<file path="src/rtl/game_flow_controller_if.sv">
// Handshake bundle between the game sequencer and the playfield logic.
// The controller takes the slave modport; the playfield/testbench side takes master.
interface game_flow_controller_if #(
    parameter int NUM_GOODIES = 9
);
    logic                   start_btn;
    logic                   pause_btn;
    logic                   obstacle_hit;
    logic [NUM_GOODIES-1:0] collected;
    logic [3:0]             score;

    logic                   game_start;
    logic                   play;
    logic                   game_over;
    logic                   win;
    logic [1:0]             lives;
    logic [6:0]             time_left;
    logic [3:0]             final_score;
    logic [2:0]             state;

    modport master (
        output start_btn, pause_btn, obstacle_hit, collected, score,
        input  game_start, play, game_over, win, lives, time_left, final_score, state
    );

    modport slave (
        input  start_btn, pause_btn, obstacle_hit, collected, score,
        output game_start, play, game_over, win, lives, time_left, final_score, state
    );
endinterface

</file>
<file path="src/rtl/game_flow_controller.sv">
// Game sequencer: start/clear/arm/play flow, lives, seconds timer, hit invulnerability, score latch.
// Optional pause support is compiled in when the PAUSE_EN macro is defined.
module game_flow_controller #(
    parameter int NUM_GOODIES   = 9,
    parameter int LIVES         = 3,
    parameter int TIME_LIMIT    = 60,
    parameter int TICK_DIV      = 100_000_000,
    parameter int INVULN_CYCLES = 50_000_000
) (
    input logic                   clk,
    input logic                   rst_n,
    game_flow_controller_if.slave bus
);
    localparam int PW = (TICK_DIV > 1) ? $clog2(TICK_DIV) : 1;
    localparam int IW = (INVULN_CYCLES > 0) ? $clog2(INVULN_CYCLES + 1) : 1;
    localparam logic [NUM_GOODIES-1:0] ALL_GOODIES = '1;

    typedef enum logic [2:0] {
        S_IDLE   = 3'd0,
        S_CLEAR  = 3'd1,
        S_ARM    = 3'd2,
        S_PLAY   = 3'd3,
        S_PAUSED = 3'd4,
        S_WIN    = 3'd5,
        S_LOSE   = 3'd6
    } state_t;

    state_t        state_q, state_d;
    logic          start_q, pause_q, hit_q;
    logic [1:0]    lives_q, lives_d;
    logic [6:0]    time_q, time_d;
    logic [PW-1:0] presc_q, presc_d;
    logic [IW-1:0] invuln_q, invuln_d;
    logic [3:0]    fscore_q, fscore_d;

    logic start_edge, pause_edge, hit_edge, all_collected, hit_counted;

    assign start_edge    = bus.start_btn & ~start_q;
    assign pause_edge    = bus.pause_btn & ~pause_q;
    assign hit_edge      = bus.obstacle_hit & ~hit_q;
    assign all_collected = (bus.collected == ALL_GOODIES);

`ifndef PAUSE_EN
    logic unused_pause;
    assign unused_pause = pause_edge;
`endif

    always_ff @(posedge clk or negedge rst_n) begin
        if (!rst_n) begin
            state_q  <= S_IDLE;
            start_q  <= 1'b0;
            pause_q  <= 1'b0;
            hit_q    <= 1'b0;
            lives_q  <= 2'(LIVES);
            time_q   <= 7'(TIME_LIMIT);
            presc_q  <= '0;
            invuln_q <= '0;
            fscore_q <= '0;
        end else begin
            state_q  <= state_d;
            start_q  <= bus.start_btn;
            pause_q  <= bus.pause_btn;
            hit_q    <= bus.obstacle_hit;
            lives_q  <= lives_d;
            time_q   <= time_d;
            presc_q  <= presc_d;
            invuln_q <= invuln_d;
            fscore_q <= fscore_d;
        end
    end

    always_comb begin
        state_d     = state_q;
        lives_d     = lives_q;
        time_d      = time_q;
        presc_d     = presc_q;
        invuln_d    = invuln_q;
        fscore_d    = fscore_q;
        hit_counted = 1'b0;

        unique case (state_q)
            S_IDLE: begin
                if (start_edge) state_d = S_CLEAR;
            end
            S_CLEAR: begin
                lives_d  = 2'(LIVES);
                time_d   = 7'(TIME_LIMIT);
                presc_d  = '0;
                invuln_d = '0;
                state_d  = S_ARM;
            end
            S_ARM: begin
                if (bus.collected == '0) state_d = S_PLAY;
            end
            S_PLAY: begin
                // A winning cycle swallows any simultaneous hit.
                hit_counted = hit_edge && (invuln_q == '0) && !all_collected && (lives_q != 2'd0);

                if (presc_q == PW'(TICK_DIV - 1)) begin
                    presc_d = '0;
                    if (time_q != 7'd0) time_d = time_q - 7'd1;
                end else begin
                    presc_d = presc_q + PW'(1);
                end

                if (hit_counted) begin
                    lives_d  = lives_q - 2'd1;
                    invuln_d = IW'(INVULN_CYCLES);
                end else if (invuln_q != '0) begin
                    invuln_d = invuln_q - IW'(1);
                end

                if (start_edge) begin
                    state_d = S_CLEAR;
                end else if (all_collected) begin
                    state_d  = S_WIN;
                    fscore_d = bus.score;
                end else if ((hit_counted && lives_q == 2'd1) || time_q == 7'd0) begin
                    state_d  = S_LOSE;
                    fscore_d = bus.score;
                end
`ifdef PAUSE_EN
                else if (pause_edge) begin
                    state_d = S_PAUSED;
                end
`endif
            end
            S_PAUSED: begin
`ifdef PAUSE_EN
                if (start_edge)      state_d = S_CLEAR;
                else if (pause_edge) state_d = S_PLAY;
`else
                state_d = S_IDLE;
`endif
            end
            S_WIN, S_LOSE: begin
                if (start_edge) state_d = S_CLEAR;
            end
            default: state_d = S_IDLE;
        endcase
    end

    assign bus.game_start  = (state_q == S_CLEAR);
    assign bus.play        = (state_q == S_PLAY);
    assign bus.game_over   = (state_q == S_WIN) || (state_q == S_LOSE);
    assign bus.win         = (state_q == S_WIN);
    assign bus.lives       = lives_q;
    assign bus.time_left   = time_q;
    assign bus.final_score = fscore_q;
    assign bus.state       = state_q;
endmodule

</file>
<file path="src/flat_wrapper.sv">
// flat-port wrapper written by rule: the top's interface ports become plain ports
module game_flow_controller_flat 
#(
    parameter int NUM_GOODIES   = 9,
    parameter int LIVES         = 3,
    parameter int TIME_LIMIT    = 60,
    parameter int TICK_DIV      = 100_000_000,
    parameter int INVULN_CYCLES = 50_000_000
)
  (clk, rst_n, bus_start_btn, bus_pause_btn, bus_obstacle_hit, bus_collected, bus_score, bus_game_start, bus_play, bus_game_over, bus_win, bus_lives, bus_time_left, bus_final_score, bus_state);
  game_flow_controller_if #(.NUM_GOODIES(NUM_GOODIES)) bus_i ();
  input logic clk;
  input logic rst_n;
  input wire logic [$bits(bus_i.start_btn)-1:0] bus_start_btn;
  input wire logic [$bits(bus_i.pause_btn)-1:0] bus_pause_btn;
  input wire logic [$bits(bus_i.obstacle_hit)-1:0] bus_obstacle_hit;
  input wire logic [$bits(bus_i.collected)-1:0] bus_collected;
  input wire logic [$bits(bus_i.score)-1:0] bus_score;
  output wire logic [$bits(bus_i.game_start)-1:0] bus_game_start;
  output wire logic [$bits(bus_i.play)-1:0] bus_play;
  output wire logic [$bits(bus_i.game_over)-1:0] bus_game_over;
  output wire logic [$bits(bus_i.win)-1:0] bus_win;
  output wire logic [$bits(bus_i.lives)-1:0] bus_lives;
  output wire logic [$bits(bus_i.time_left)-1:0] bus_time_left;
  output wire logic [$bits(bus_i.final_score)-1:0] bus_final_score;
  output wire logic [$bits(bus_i.state)-1:0] bus_state;
  assign bus_i.start_btn = bus_start_btn;
  assign bus_i.pause_btn = bus_pause_btn;
  assign bus_i.obstacle_hit = bus_obstacle_hit;
  assign bus_i.collected = bus_collected;
  assign bus_i.score = bus_score;
  assign bus_game_start = bus_i.game_start;
  assign bus_play = bus_i.play;
  assign bus_game_over = bus_i.game_over;
  assign bus_win = bus_i.win;
  assign bus_lives = bus_i.lives;
  assign bus_time_left = bus_i.time_left;
  assign bus_final_score = bus_i.final_score;
  assign bus_state = bus_i.state;
  game_flow_controller #(.NUM_GOODIES(NUM_GOODIES), .LIVES(LIVES), .TIME_LIMIT(TIME_LIMIT), .TICK_DIV(TICK_DIV), .INVULN_CYCLES(INVULN_CYCLES)) u_core (.clk(clk), .rst_n(rst_n), .bus(bus_i));
endmodule
</file>
<file path="config.mk">
export PLATFORM = sky130hd
export DESIGN_NAME = game_flow_controller_flat
export DESIGN_NICKNAME = d
export VERILOG_FILES = /design/src/rtl/game_flow_controller_if.sv /design/src/rtl/game_flow_controller.sv /design/src/flat_wrapper.sv
export SDC_FILE = /design/constraint.sdc
export NUM_CORES = 1
export LEC_CHECK = 0
export ABC_AREA = 1
export CAP_MARGIN = 40
export CELL_PAD_IN_SITES_DETAIL_PLACEMENT = 0
export CELL_PAD_IN_SITES_GLOBAL_PLACEMENT = 1
export CORE_MARGIN = 1
export CORE_UTILIZATION = 46
export DETAILED_ROUTE_END_ITERATION = 10
export PLACE_DENSITY_LB_ADDON = 0.1
export RECOVER_POWER = 100
export SYNTH_ARGS = -nofsm -noshare
export SYNTH_HDL_FRONTEND = slang
export SYNTH_SLANG_ARGS = --single-unit
</file>
<file path="constraint.sdc">
create_clock -name clk -period 3.15 [get_ports clk]
set_input_delay 0.63 -clock clk [delete_from_list [all_inputs] [get_ports clk]]
set_output_delay 0.63 -clock clk [all_outputs]
set_load 0.005 [all_outputs]
</file>
### Yosys cells after proc, flatten, opt, wreduce, memory -nomap -nowiden

Index checks and enable logic that the tools add are counted.

* word-level logic and storage cells: 72
* flip-flop bits (word level): 71

* add/subtract/negate cells: 4
* reduce and logical (&&, ||, !) cells: 22
* equal/unequal tests: 15
* bitwise gates (word level): 5
* mux-type cells: 18

Operators by type and width (count)
* $pmux 27 s2: 1
* $mux 26: 2
* $pmux 26 s2: 1
* $add 27x1->27 const B: 1
* $eq 27x27->1 const B: 1
* $mux 27: 1
* $logic_not 26->1: 1
* $reduce_bool 26->1: 1
* $sub 26x1->26 const B: 1
* $mux 3: 5
* $mux 7: 2
* $pmux 7 s2: 1
* $pmux 3 s4: 1
* $ne 2x1->1 const B: 5
* $eq 9x9->1 const B: 1
* $logic_not 9->1: 1
* $reduce_and 3->1: 3
* $mux 4: 2
* $logic_not 7->1: 1
* $reduce_bool 7->1: 1
* $sub 7x1->7 const B: 1
* $eq 3x2->1 const B: 2
* $eq 3x3->1 const B: 2
* $reduce_bool 2->1: 3
* 15 further kinds: 23

### Depth between registers and ports, before layout

Gate-level depths: netlist (run 1).

* depth in word-level cells: 11
* depth in mapped cells: 12
* depth with buffers taken out: 12

### Worst setup path after synthesis (run 1)

OpenSTA, ideal clock, no wires.

* kind: register to output
* start: register u_core.state_q[2] (netlist: u_core.bus.state[2])
* end: output port bus_play
* path buffers: 2
* stages on the path, launching flop included: 6
* arrival: 1.190 ns
* data required time: 2.520 ns
* slack: 1.330 ns
* path through: dfrtp_1 -> nor2_8 -> inv_4 -> nor2_8 -> buf_4 -> buf_2

* cells in the longest elaborated chain, start to end: 1

Ends and longest elaborated chain
* start: declaration: RTL line game_flow_controller.sv:28 `state_t state_q, state_d;`
* start signal: assignment: RTL line game_flow_controller.sv:60 `state_q <= state_d;`
* $eq 3x2->1: RTL line game_flow_controller.sv:144 `assign bus.play = (state_q == S_PLAY);`
* end: declaration: RTL line flat_wrapper.sv:20 `output wire logic [$bits(bus_i.play)-1:0] bus_play;`

No other way between the ends.

### Worst setup path after layout (run 1)

* start: register u_core.state_q[1] (netlist: u_core.bus.state[1])
* end: output port bus_play

Same word-level chain as after synthesis.

==> results of run 1 <==
==> worst max-delay path, cell delays in order (launching register included) <==
cell	delay, ns
sky130_fd_sc_hd__dfrtp_1	0.50
sky130_fd_sc_hd__inv_1	0.26
sky130_fd_sc_hd__nor2_8	0.35
sky130_fd_sc_hd__dlygate4sd3_1	0.62
==> cells in the final DEF (no fill, tap or decap), drive strengths merged, types with 4 or more instances in the layout <==
| cell type | instances |
|---|---|
| nand3 | 62 |
| nand2 | 204 |
| dfrtp | 65 |
| ha | 7 |
| clkinv | 4 |
| inv | 86 |
| nor3 | 17 |
| clkbuf | 11 |
| dlygate4sd3 | 17 |
| a21oi | 6 |
| clkdlybuf4s50 | 18 |
| o22ai | 9 |
| bufinv | 4 |
| xnor2 | 7 |
| nand4 | 24 |
| dfstp | 6 |
| xor2 | 17 |
| nor2 | 88 |
| o21ai | 42 |
==> flip-flops by register name (all words and copies together), names as in the netlist <==
name / count
u_core.hit_q: 1
u_core.bus.state: 3
u_core.start_q: 1
u_core.bus.time_left: 7
u_core.bus.final_score: 4
u_core.invuln_q: 26
u_core.presc_q: 27
u_core.bus.lives: 2
==> how the worst max path moves through the flow <==
| stage | start | slack [ns] | cells after the start | endpoint |
|---|---|---|---|---|
| final | u_core.bus.state[1] | 0.43 | 3 | bus_play |
| after global routing | u_core.bus.state[1] | 0.24 | 11 | u_core.bus.state[1] |
| after CTS | u_core.bus.state[1] | 0.44 | 3 | bus_play |
| after detailed placement | bus_collected[2] | 0.73 | 11 | u_core.invuln_q[11] |
| after global placement | bus_collected[3] | 0.77 | 11 | u_core.invuln_q[18] |
| after floorplan | u_core.bus.state[2] | 1.33 | 5 | bus_play |
==> metal layers <==
layer	global-route usage (%)	part of all wire, %	routed length, um
met1	35.20	51	5736
met2	34.36	43	4794
met3	5.153	5.2	584
met4	8.234	1.1	127
met5	0	0	0
==> synth_stat cells <==
| library cell | instances |
|---|---|
| sky130_fd_sc_hd__xor2_1 | 17 |
| sky130_fd_sc_hd__a21oi_1 | 6 |
| sky130_fd_sc_hd__a22oi_1 | 1 |
| sky130_fd_sc_hd__nand2_1 | 191 |
| sky130_fd_sc_hd__o21ai_2 | 8 |
| sky130_fd_sc_hd__inv_1 | 81 |
| sky130_fd_sc_hd__nor2_4 | 3 |
| sky130_fd_sc_hd__a31oi_1 | 3 |
| sky130_fd_sc_hd__buf_2 | 2 |
| sky130_fd_sc_hd__dfstp_2 | 6 |
| sky130_fd_sc_hd__o21ai_1 | 16 |
| sky130_fd_sc_hd__nor4_1 | 1 |
| sky130_fd_sc_hd__nor3_1 | 15 |
| sky130_fd_sc_hd__clkinv_1 | 1 |
| sky130_fd_sc_hd__buf_6 | 3 |
| sky130_fd_sc_hd__dfrtp_1 | 65 |
| sky130_fd_sc_hd__inv_2 | 5 |
| sky130_fd_sc_hd__nor2_8 | 3 |
| sky130_fd_sc_hd__nand3_2 | 2 |
| sky130_fd_sc_hd__nand3_1 | 58 |
| sky130_fd_sc_hd__nand4_1 | 24 |
| sky130_fd_sc_hd__o211ai_1 | 1 |
| sky130_fd_sc_hd__buf_4 | 2 |
| sky130_fd_sc_hd__nor2_2 | 8 |
| sky130_fd_sc_hd__nor3_4 | 1 |
| sky130_fd_sc_hd__nor3_2 | 1 |
| sky130_fd_sc_hd__nand2_4 | 3 |
| sky130_fd_sc_hd__or2_2 | 2 |
| sky130_fd_sc_hd__xnor2_1 | 7 |
| sky130_fd_sc_hd__clkbuf_1 | 3 |
| sky130_fd_sc_hd__o22ai_1 | 9 |
| sky130_fd_sc_hd__ha_1 | 7 |
| sky130_fd_sc_hd__nand3_4 | 2 |
| sky130_fd_sc_hd__nor2_1 | 74 |
| sky130_fd_sc_hd__buf_1 | 1 |
| sky130_fd_sc_hd__nand2_2 | 10 |
| sky130_fd_sc_hd__o21ai_0 | 18 |
| sky130_fd_sc_hd__inv_4 | 1 |
==> through the flow <==
stage                     area (um^2)  utilization [%]  setup WS [ns]  std cells  power, uW
final                            5360            54.59         0.4349        839       4839
after floorplan                  4700                -          1.330        661       3371
after CTS                        5469            55.70         0.4386        839       5086
after global placement           5172            52.68         0.7694        822       4022
after global routing             5360            54.59         0.2431        839       5299
after detailed placement         5200            52.96         0.7341        823       4061
==> area by class of cell <==
cell class | count | area share (%)
multi-input combinational | 491 | 44.91
inverter | 88 | 6.209
tap | 133 | 3.105
sequential | 71 | 33.29
clock buffer | 9 | 2.311
timing repair buffer | 40 | 7.470
clock inverter | 7 | 2.708
==> power groups by stage <==
stage	clock [uW]	sequential, uW	combinational [uW]
floorplan	0	1340	2030
global placement	0	1380	2650
detailed placement	0	1380	2680
CTS	1020	1360	2700
global route	1050	1390	2860
finish	994	1350	2490
==> kinds of logic after synthesis <==
logic type	after synthesis	synth area share, %
fa+ha+maj	7	1.864
flops	71	37.97
compound gates	62	7.668
xor+xnor	24	4.473
simple gates	398	39.38
buf+inv	99	8.653
==> impl_table.tex, run 1 <==
\begin{tabular}{lr}
\hline
Metric & Value \\
\hline
\multicolumn{2}{l}{\textbf{Routing}} \\
\quad Via count & about 4300 \\
\quad Wirelength, routed & 11240 um \\
\quad 1st-iter DRT viols & 175 \\
\quad Number of optimization iterations in the first detailed-route pass & 6 \\
\quad DRC viols & 0 \\
\quad Antenna violation net count after detailed routing & 0 \\
\quad Avg Vias per Cell & slightly above 5 \\
\quad Drt wl/cell & between 10 and 15 um \\
\multicolumn{2}{l}{\textbf{Global routing}} \\
\quad Global-route wire length before repair & roughly 19000 um \\
\quad Number of global-route vias before repair & around 4000 \\
\quad Number of antenna violations at the first check in global routing & 0 \\
\quad Maximum number of pins on one net before global-route repair & 50 \\
\quad All-Layer GR Usage & 23.84\% \\
\quad Total gr overflow & 0 \\
\multicolumn{2}{l}{\textbf{Finish}} \\
\quad N\_diodes & 0 \\
\quad Final \#Nets & 726 \\
\quad Area taken by flip-flops and latches & 1784 um\^{}2 \\
\quad Filler instances & between 1000 and 1500 \\
\quad Footprint of the multi-input gates & 2407 um\^{}2 \\
\quad Synthesis-to-finish area growth & 14.06\% \\
\quad Fraction of layout cells with a size suffix above 1 & 6.941\% \\
\multicolumn{2}{l}{\textbf{Die}} \\
\quad Number of rows in the core area & 36 \\
\quad Top-level I/O count & 38 \\
\quad Core area & 9819 um\^{}2 \\
\quad Initial Util & 47.86\% \\
\quad Vertical extent of the die & 103.1 um \\
\quad Floorplan die area & 10620 um\^{}2 \\
\quad Die span in x & 103.1 um \\
\multicolumn{2}{l}{\textbf{Worst setup path}} \\
\quad Peak fanout along the critical path & 18 \\
\quad FF-to-FF path depth & 11 \\
\quad Startpoint of the lowest-slack register-to-register path & u\_core.bus.state[1] \\
\quad Reg2Reg Capture Point & u\_core.bus.state[2] \\
\quad Setup slack on the worst flop-to-flop path & 0.54 ns \\
\quad Critical path data required time & approximately 2.5 ns \\
\quad Kind of end point of the critical path & output port \\
\quad Setup Crit Path Kind & reg2out \\
\quad CP Launch Type & flip-flop \\
\quad Data arrival time at the worst-slack endpoint & 2.09 ns \\
\multicolumn{2}{l}{\textbf{Clock network}} \\
\quad Number of buffers created by CTS & 9 \\
\quad Number of clock sinks & 71 \\
\quad Resized cells post-CTS & 0 \\
\quad Number of buffers added to fix hold violations after cts & 0 \\
\quad Clock network latency to the later pin of the worst-skew pair & 0.36 ns \\
\quad Root buffer cell & sky130\_fd\_sc\_hd\_\_clkbuf\_8 \\
\quad Worst-case clock buffer depth & 2 \\
\quad Post-CTS setup buffer count & 0 \\
\quad H-tree depth & 3 \\
\quad Clock-pin slew of the registers on the worst-case setup and hold paths & 0.08 ns \\
\quad Clock tree from TritonCTS & yes \\
\multicolumn{2}{l}{\textbf{Run}} \\
\quad Max cap viols & 0 \\
\multicolumn{2}{l}{\textbf{Hold path}} \\
\quad Start point of the worst hold path & u\_core.bus.final\_score[1] \\
\quad Worst hold endpoint & u\_core.bus.final\_score[1] \\
\quad Class of the worst hold path & reg2reg \\
\quad Hold Crit Depth & 2 \\
\multicolumn{2}{l}{\textbf{Power}} \\
\quad Internal power & $\sim$2600 uW \\
\quad Portion of total power attributed to the clock network & 20.6\% \\
\quad Fraction of power consumed by sequential logic & between 20\% and 30\% \\
\quad Net Switching & 2221 uW \\
\quad Power per unit of standard cell area & 902.8 nW/um\^{}2 \\
\quad Gate power share & 51.5\% \\
\quad LEAKAGE & 0.002691 uW \\
\quad Switching Fraction & around 46\% \\
\quad Peak supply drop & approximately 0.36 mV \\
\multicolumn{2}{l}{\textbf{Timing}} \\
\quad Fmax & 368.3 MHz \\
\quad Final period util & 86.19\% \\
\quad Least-Margin Pin Slew & approximately 1.4 ns \\
\quad Slew Limit Headroom & 5.071\% \\
\quad Number of failing hold endpoints at the final stage & 0 \\
\quad Final setup violation count & 0 \\
\quad Unrepaired setup endpoints after global routing & false \\
\quad Worst-case clock skew & 0.01044 ns \\
\quad TNS Setup & 0 ns \\
\quad Max-slew violations & 0 \\
\quad Final min period & 2.715 ns \\
\quad Worst-case hold slack & $\sim$0.47 ns \\
\multicolumn{2}{l}{\textbf{Synthesis}} \\
\quad Synthesis Warnings & 0 \\
\quad Share of the synthesized area in the top cell type & about 35\% \\
\quad Combined area of all synthesized cells & 4700 um\^{}2 \\
\quad Number of distinct standard cells referenced by the synthesized netlist & 38 \\
\quad Synthesized area divided by synthesized cell count & 7.110 um\^{}2 \\
\quad Flops \& latches, synth & 71 \\
\quad Leading cell types by total area after synthesis & sky130\_fd\_sc\_hd\_\_dfrtp\_1 (35\%), sky130\_fd\_sc\_hd\_\_nand2\_1 (15\%), sky130\_fd\_sc\_hd\_\_inv\_1 (6.5\%) \\
\quad Yosys top cell by area & sky130\_fd\_sc\_hd\_\_dfrtp\_1 \\
\quad Register area share after synthesis & 37.97\% \\
\quad Syn Nets & 686 \\
\quad Post-synthesis instance total & 661 \\
\multicolumn{2}{l}{\textbf{Place}} \\
\quad Number of port buffers & 36 \\
\quad Half-perimeter wire length after detailed placement & 8101 um \\
\quad RD Place Congestion & just over 0.8 \\
\multicolumn{2}{l}{\textbf{Outcome}} \\
\quad Result of the run & completed \\
\hline
\end{tabular}
(Power assumes the default switching activity.)
==> inputs of run 2 (changes only) <==
--- a/config.mk
+++ b/config.mk
@@ -6,7 +6,7 @@
 export NUM_CORES = 1
 export LEC_CHECK = 0
 export ABC_AREA = 1
-export CAP_MARGIN = 40
+export CAP_MARGIN = 20
 export CELL_PAD_IN_SITES_DETAIL_PLACEMENT = 0
 export CELL_PAD_IN_SITES_GLOBAL_PLACEMENT = 1
 export CORE_MARGIN = 1
==> impl_table.tex, run 2 (same netlist as run 1, synthesis figures left out) <==
\begin{tabular}{lr}
\hline
Metric & Value \\
\hline
\multicolumn{2}{l}{\textbf{Power}} \\
\quad LEAKAGE & 0.002681 uW (was 0.002691 uW) \\
\quad Sum of internal, switching and leakage power & 4814 uW (was 4839 uW) \\
\quad Peak supply drop & 0.3676 mV (was 0.3589 mV) \\
\quad Power per unit of standard cell area & 902.5 nW/um\^{}2 (was 902.8 nW/um\^{}2) \\
\multicolumn{2}{l}{\textbf{Worst setup path}} \\
\quad CP Launch Type & flip-flop (unchanged) \\
\quad Buffer and inverter count on the worst path & 2 (unchanged) \\
\quad Setup Crit Path Kind & reg2out (unchanged) \\
\quad Setup slack on the worst flop-to-flop path & 0.47 ns (was 0.54 ns) \\
\quad Maximum single-stage delay on the critical path & 0.62 ns (about the same) \\
\quad Startpoint of the lowest-slack register-to-register path & u\_core.bus.state[1] (unchanged) \\
\quad Ordered cell list for the critical path & inv\_1, nor2\_8, dlygate4sd3\_1 (unchanged) \\
\quad Kind of end point of the critical path & output port (unchanged) \\
\quad Reg2Reg Capture Point & u\_core.bus.state[2] (unchanged) \\
\quad Peak fanout along the critical path & 18 (unchanged) \\
\quad FF-to-FF path depth & 11 (unchanged) \\
\quad CP max stage cell & sky130\_fd\_sc\_hd\_\_dlygate4sd3\_1 (unchanged) \\
\quad Critical path data required time & 2.52 ns (about the same) \\
\quad Data arrival time at the worst-slack endpoint & 2.09 ns (about the same) \\
\quad Cell family with the largest share of critical-path delay & buffers and inverters (unchanged) \\
\multicolumn{2}{l}{\textbf{Clock network}} \\
\quad Root buffer cell & sky130\_fd\_sc\_hd\_\_clkbuf\_8 (unchanged) \\
\quad Number of clock sinks & 71 (unchanged) \\
\quad Resized cells post-CTS & 0 (unchanged) \\
\quad Post-CTS setup buffer count & 0 (unchanged) \\
\quad Clock network latency to the later pin of the worst-skew pair & 0.35 ns (was 0.36 ns) \\
\quad H-tree depth & 3 (unchanged) \\
\quad Worst-case clock buffer depth & 2 (unchanged) \\
\quad Clock-pin slew of the registers on the worst-case setup and hold paths & 0.08 ns (about the same) \\
\quad Number of buffers added to fix hold violations after cts & 0 (unchanged) \\
\quad Number of buffers created by CTS & 9 (unchanged) \\
\quad Clock tree from TritonCTS & yes (unchanged) \\
\multicolumn{2}{l}{\textbf{Hold path}} \\
\quad Start point of the worst hold path & u\_core.bus.final\_score[1] (unchanged) \\
\quad Class of the worst hold path & reg2reg (unchanged) \\
\quad Hold Crit Depth & 2 (unchanged) \\
\quad Worst hold endpoint & u\_core.bus.final\_score[1] (unchanged) \\
\multicolumn{2}{l}{\textbf{Finish}} \\
\quad Max FFs per register & 27 (unchanged) \\
\quad Largest reg by FF count & u\_core.presc\_q (unchanged) \\
\quad Leading cell type in the layout, fill and taps excluded & sky130\_fd\_sc\_hd\_\_nand2\_1 (unchanged) \\
\quad Synthesis-to-finish area growth & 13.50\% (was 14.06\%) \\
\quad N\_diodes & 0 (unchanged) \\
\quad Final \#Nets & 725 (was 726) \\
\quad Commonest non-fill, non-tap cells in the layout & sky130\_fd\_sc\_hd\_\_nand2\_1 (196), sky130\_fd\_sc\_hd\_\_inv\_1 (83), sky130\_fd\_sc\_hd\_\_nor2\_1 (76) (unchanged) \\
\quad Fraction of layout cells with a size suffix above 1 & 7.092\% (was 6.941\%) \\
\multicolumn{2}{l}{\textbf{Place}} \\
\quad Number of port buffers & 36 (unchanged) \\
\quad RD Place Congestion & 0.8292 (unchanged) \\
\quad Half-perimeter wire length after detailed placement & 7896 um (was 8101 um) \\
\multicolumn{2}{l}{\textbf{Timing}} \\
\quad Worst-case clock skew & 0.008900 ns (was 0.01044 ns) \\
\quad Final period util & 86.29\% (was 86.19\%) \\
\quad Unrepaired setup endpoints after global routing & false (unchanged) \\
\quad Final setup violation count & 0 (unchanged) \\
\quad Max-slew violations & 72 (was 0) \\
\quad Fmax & 367.9 MHz (was 368.3 MHz) \\
\quad Worst-case hold slack & 0.4712 ns (was 0.4711 ns) \\
\quad Number of failing hold endpoints at the final stage & 0 (unchanged) \\
\quad Final min period & 2.718 ns (was 2.715 ns) \\
\quad Least-Margin Pin Slew & 1.821 ns (was 1.424 ns) \\
\quad Slew Limit Headroom & -21.37\% (was 5.071\%) \\
\quad TNS Setup & 0 ns (unchanged) \\
\multicolumn{2}{l}{\textbf{Die}} \\
\quad Number of rows in the core area & 36 (unchanged) \\
\quad Core area & 9819 um\^{}2 (unchanged) \\
\quad Die span in x & 103.1 um (unchanged) \\
\quad Vertical extent of the die & 103.1 um (unchanged) \\
\quad Top-level I/O count & 38 (unchanged) \\
\quad Initial Util & 47.86\% (unchanged) \\
\quad Floorplan die area & 10620 um\^{}2 (unchanged) \\
\multicolumn{2}{l}{\textbf{Routing}} \\
\quad DRC viols & 0 (unchanged) \\
\quad 1st-iter DRT viols & 190 (was 175) \\
\quad Drt wl/cell & 13.35 um (was 13.40 um) \\
\quad Antenna violation net count after detailed routing & 0 (unchanged) \\
\quad Via count & 4263 (was 4307) \\
\quad Wirelength, routed & 11190 um (was 11240 um) \\
\quad Number of optimization iterations in the first detailed-route pass & 5 (was 6) \\
\quad Avg Vias per Cell & 5.087 (was 5.133) \\
\multicolumn{2}{l}{\textbf{Outcome}} \\
\quad Result of the run & finished, violations left (was completed) \\
\quad Failing checks & max-capacitance violations, max-slew violations \\
\multicolumn{2}{l}{\textbf{Global routing}} \\
\quad Maximum number of pins on one net before global-route repair & 72 (was 50) \\
\quad Number of global-route vias before repair & 4070 (was 4092) \\
\quad All-Layer GR Usage & 23.61\% (was 23.84\%) \\
\quad Total gr overflow & 0 (unchanged) \\
\quad Global-route wire length before repair & 19310 um (was 19440 um) \\
\quad Number of antenna violations at the first check in global routing & 0 (unchanged) \\
\multicolumn{2}{l}{\textbf{Run}} \\
\quad Max cap viols & 1 (was 0) \\
\hline
\end{tabular}
[run 2: area by class of cell]
type                    count  area (um^2)
clock buffers               9        123.9
clock inverters             7        145.1
fillers                  1034         4486
inverters                  88        332.8
multi-input cells         491         2407
flip-flops and latches     71         1784
well taps                 133        166.4
repair buffers             39        374.1
[run 2: how the worst max path moves through the flow]
stage / startpoint / depth (start not counted) / slack [ns] / endpoint
2_1_floorplan: u_core.bus.state[2] / 5 / 1.33 / bus_play
3_3_place_gp: bus_collected[3] / 11 / 0.77 / u_core.invuln_q[18]
3_5_place_dp: bus_collected[2] / 11 / 0.74 / u_core.invuln_q[11]
4_1_cts: u_core.bus.state[1] / 3 / 0.43 / bus_play
5_1_grt: u_core.bus.state[1] / 11 / 0.23 / u_core.bus.state[1]
6_report: u_core.bus.state[1] / 3 / 0.43 / bus_play
[run 2: metal layers]
metal | global-route usage, % | routed length [um] | up-vias
li1 | - | - | 2196
met1 | 35.08 | 5817 | 1975
met2 | 35.13 | 4804 | 78
met3 | 3.186 | 394 | 14
met4 | 8.342 | 172 | 0
met5 | 0 | 0 | -
[run 2: power breakdown]
group	total [uW]	switching (uW)	internal [uW]
logic	2470	1600	869
clock network	992	383	609
registers	1350	217	1140
total	4810	2200	2610
[run 2: per-stage QoR]
stage	setup slack [ns]	instances	util [%]	instance area (um^2)
final	0.4319	838	54.32	5334
after global routing	0.2345	838	54.32	5334
after CTS	0.4290	838	55.42	5441
after detailed placement	0.7436	822	52.68	5172
after global placement	0.7694	822	52.68	5172
after floorplan	1.330	661	-	4700
[run 2: worst register-to-register path, cell delays in order, from the launching register on]
cell and delay, ns:
sky130_fd_sc_hd__dfrtp_1 0.50, sky130_fd_sc_hd__inv_1 0.27, sky130_fd_sc_hd__nor2_8 0.36, sky130_fd_sc_hd__clkbuf_1 0.25, sky130_fd_sc_hd__inv_1 0.27, sky130_fd_sc_hd__nor2_1 0.40, sky130_fd_sc_hd__nand2_1 0.14, sky130_fd_sc_hd__clkinv_1 0.07
sky130_fd_sc_hd__nand3_1 0.12, sky130_fd_sc_hd__nand2_1 0.14, sky130_fd_sc_hd__nand2_1 0.06, sky130_fd_sc_hd__nand2_1 0.06
==> patch: new RTL, flow settings as in run 2 <==
The option `PAUSE_EN` is turned on by a define.
--- a/src/rtl/game_flow_controller.sv
+++ b/src/rtl/game_flow_controller.sv
@@ -1,5 +1,7 @@
 // Game sequencer: start/clear/arm/play flow, lives, seconds timer, hit invulnerability, score latch.
 // Optional pause support is compiled in when the PAUSE_EN macro is defined.
+`define PAUSE_EN
+
 module game_flow_controller #(
     parameter int NUM_GOODIES   = 9,
     parameter int LIVES         = 3,
Behaviour: not the same (a bounded check fails within 10 cycles, from zero or initial values and one cycle with rst_n low).
==> patch against run 2 <==
The run still ends with max-capacitance violations, max-slew violations left. Critical path depth is 6 higher. Area after synthesis up 0.45%. Sequential cell count increased by 1. Worst setup slack better by 0.086 ns. Design area increased by 0.82%. Routed wire length increased by 2.7%. Total power fell by 5.6%. Sequential power fell by 4%.
==> patch: results (changes against run 2) <==
| Group | Metric | Value | vs run 2 |
|---|---|---|---|
| critical path | Critical Path Slowest Stage Cell | dfrtp_1 | was dlygate4sd3_1 |
| synth | Synth top area cells | dfrtp_1 (35%), nand2_1 (15%), nor2_1 (6.9%), inv_1 (6.4%), nand3_1 (4.2%) | was dfrtp_1 (35%), nand2_1 (15%), inv_1 (6.5%), nand3_1 (6.2%), nor2_1 (5.9%) |
| power | Leakage power | 2.66 nW | was 2.68 nW |
| finish | Layout-stage area growth over the synthesis result | 13.9% | was 13.5% |
| drt | Met2 wire len | 5.60 mm | was 4.80 mm |
| synth | Post-Syn Nets | 694 | was 686 |
| drt | Routed length on met1 | 5.30 mm | was 5.82 mm |
| placed design | Detail Placement HPWL | 8.26 mm | was 7.90 mm |
| finish | Number of sequential cells | 72 | was 71 |
| power | VDD IR-drop max | 497 µV | was 368 µV |
| grt | Largest net degree at the start of global routing | 73 | was 72 |
| synth | Proportion of synthesized chip area in sequential cells | 38.3% | was 38.0% |
| finish | Fraction of area in non-clock buffers | 7.00% | was 7.01% |
| outcome | Outcome | complete, but fails checks | unchanged |
| timing | Final max-slew violation count | 73 | was 72 |
| finish | Count of multi-input combinational gates | 497 | was 491 |
| synth | Mapped Cells | 669 | was 661 |
| critical path | Top cell family by delay on the critical path | simple AND/OR/NAND/NOR gates | was buffers and inverters |
| finish | Layout clock area frac | 4.56% | was 5.04% |
| placed design | PortBufs | 37 | was 36 |
| synth | Top cell types by occurrence after synthesis | nand2_1 (190), nor2_1 (87), inv_1 (81) | was nand2_1 (191), inv_1 (81), nor2_1 (74) |
| critical path | Arrival time of the worst setup path | 2.86 ns | was 2.09 ns |
| timing | Post-route clock skew | 0.0105 ns | was 0.00890 ns |
| critical path | Stage delay of the slowest cell on the critical path | 0.46 ns | was 0.62 ns |
| drt | Initial DRC count | 191 | was 190 |
| finish | Number of clock buffer instances in the layout | 11 | was 9 |
| critical path | Register-to-Register Path Depth | 9 | was 11 |
| placed design | RD Place Congestion | 0.841 | was 0.829 |
| run | Max-cap viol count | 1 | unchanged |
| power | Internal Power | 2.45 mW | was 2.61 mW |
| drt | Number of iterations in the first detailed-routing pass | 4 | was 5 |
| finish | Multi-input combinational area share | 45.4% | was 45.1% |
| drt | Total Routed Length | 11.5 mm | was 11.2 mm |
| outcome | Violations in the final reports | max-capacitance violations, max-slew violations | unchanged |
| drt | Met3 WL | 395 µm | was 394 µm |
| finish | Finished Layout Cells | 846 | was 838 |
## patch: cell types whose count changed in the layout (fill, tap and decap cells not counted), moves of 3 or more
cell	change
nor4_1	+5
a21oi_1	+3
o22ai_1	+3
nand3_1	-20
o21ai_0	+3
nand2_1	-3
nor2_1	+11
## patch: path summary, 6_finish.rpt
path	from	to	slack [ns]
hold reg to reg	u_core.bus.final_score[0]	u_core.bus.final_score[0]	0.48
min in group asynchronous	rst_n	u_core.invuln_q[1]	0.77
setup reg to reg	u_core.bus.state[2]	u_core.presc_q[11]	0.52
setup / recovery	u_core.bus.state[2]	u_core.presc_q[11]	0.52
hold / removal	u_core.bus.final_score[0]	u_core.bus.final_score[0]	0.48
max in group asynchronous	rst_n	u_core.presc_q[18]	1.25
## patch: power groups by stage
stage                     combinational (mW)  clock, mW  sequential (mW)
after global placement                  2.42          0             1.32
after CTS                               2.45      0.947             1.31
after detailed placement                2.44          0             1.33
final                                   2.33      0.915             1.30
after global routing                    2.65      0.976             1.32
after floorplan                         1.90          0             1.29
## patch: metal layers
metal | up-vias | global-route usage, %
met3 | 13 | 4.64
met5 | - | 0
met1 | 2033 | 29.0
met2 | 63 | 39.3
li1 | 2218 | -
met4 | 0 | 8.02
## patch: kinds of logic after synthesis
kind of cell,Yosys count,share of synthesized area [%]
xor gates and xnor gates,20,3.71
DFF,72,38.3
buffers and inverters,100,8.98
adders and majority gates,7,1.86
AOI/OAI and AO/OA,75,9.52
and+or+nand+nor,395,37.6
## patch: worst reg2reg max path, cell delays in order (launching register included)
cell and delay, ns:
dfrtp_1 0.46, inv_1 0.18, nand2_2 0.11, nor2_8 0.24
inv_1 0.32, nand2_2 0.46, inv_1 0.31, nor2_1 0.20
xor2_1 0.17, a21oi_1 0.06
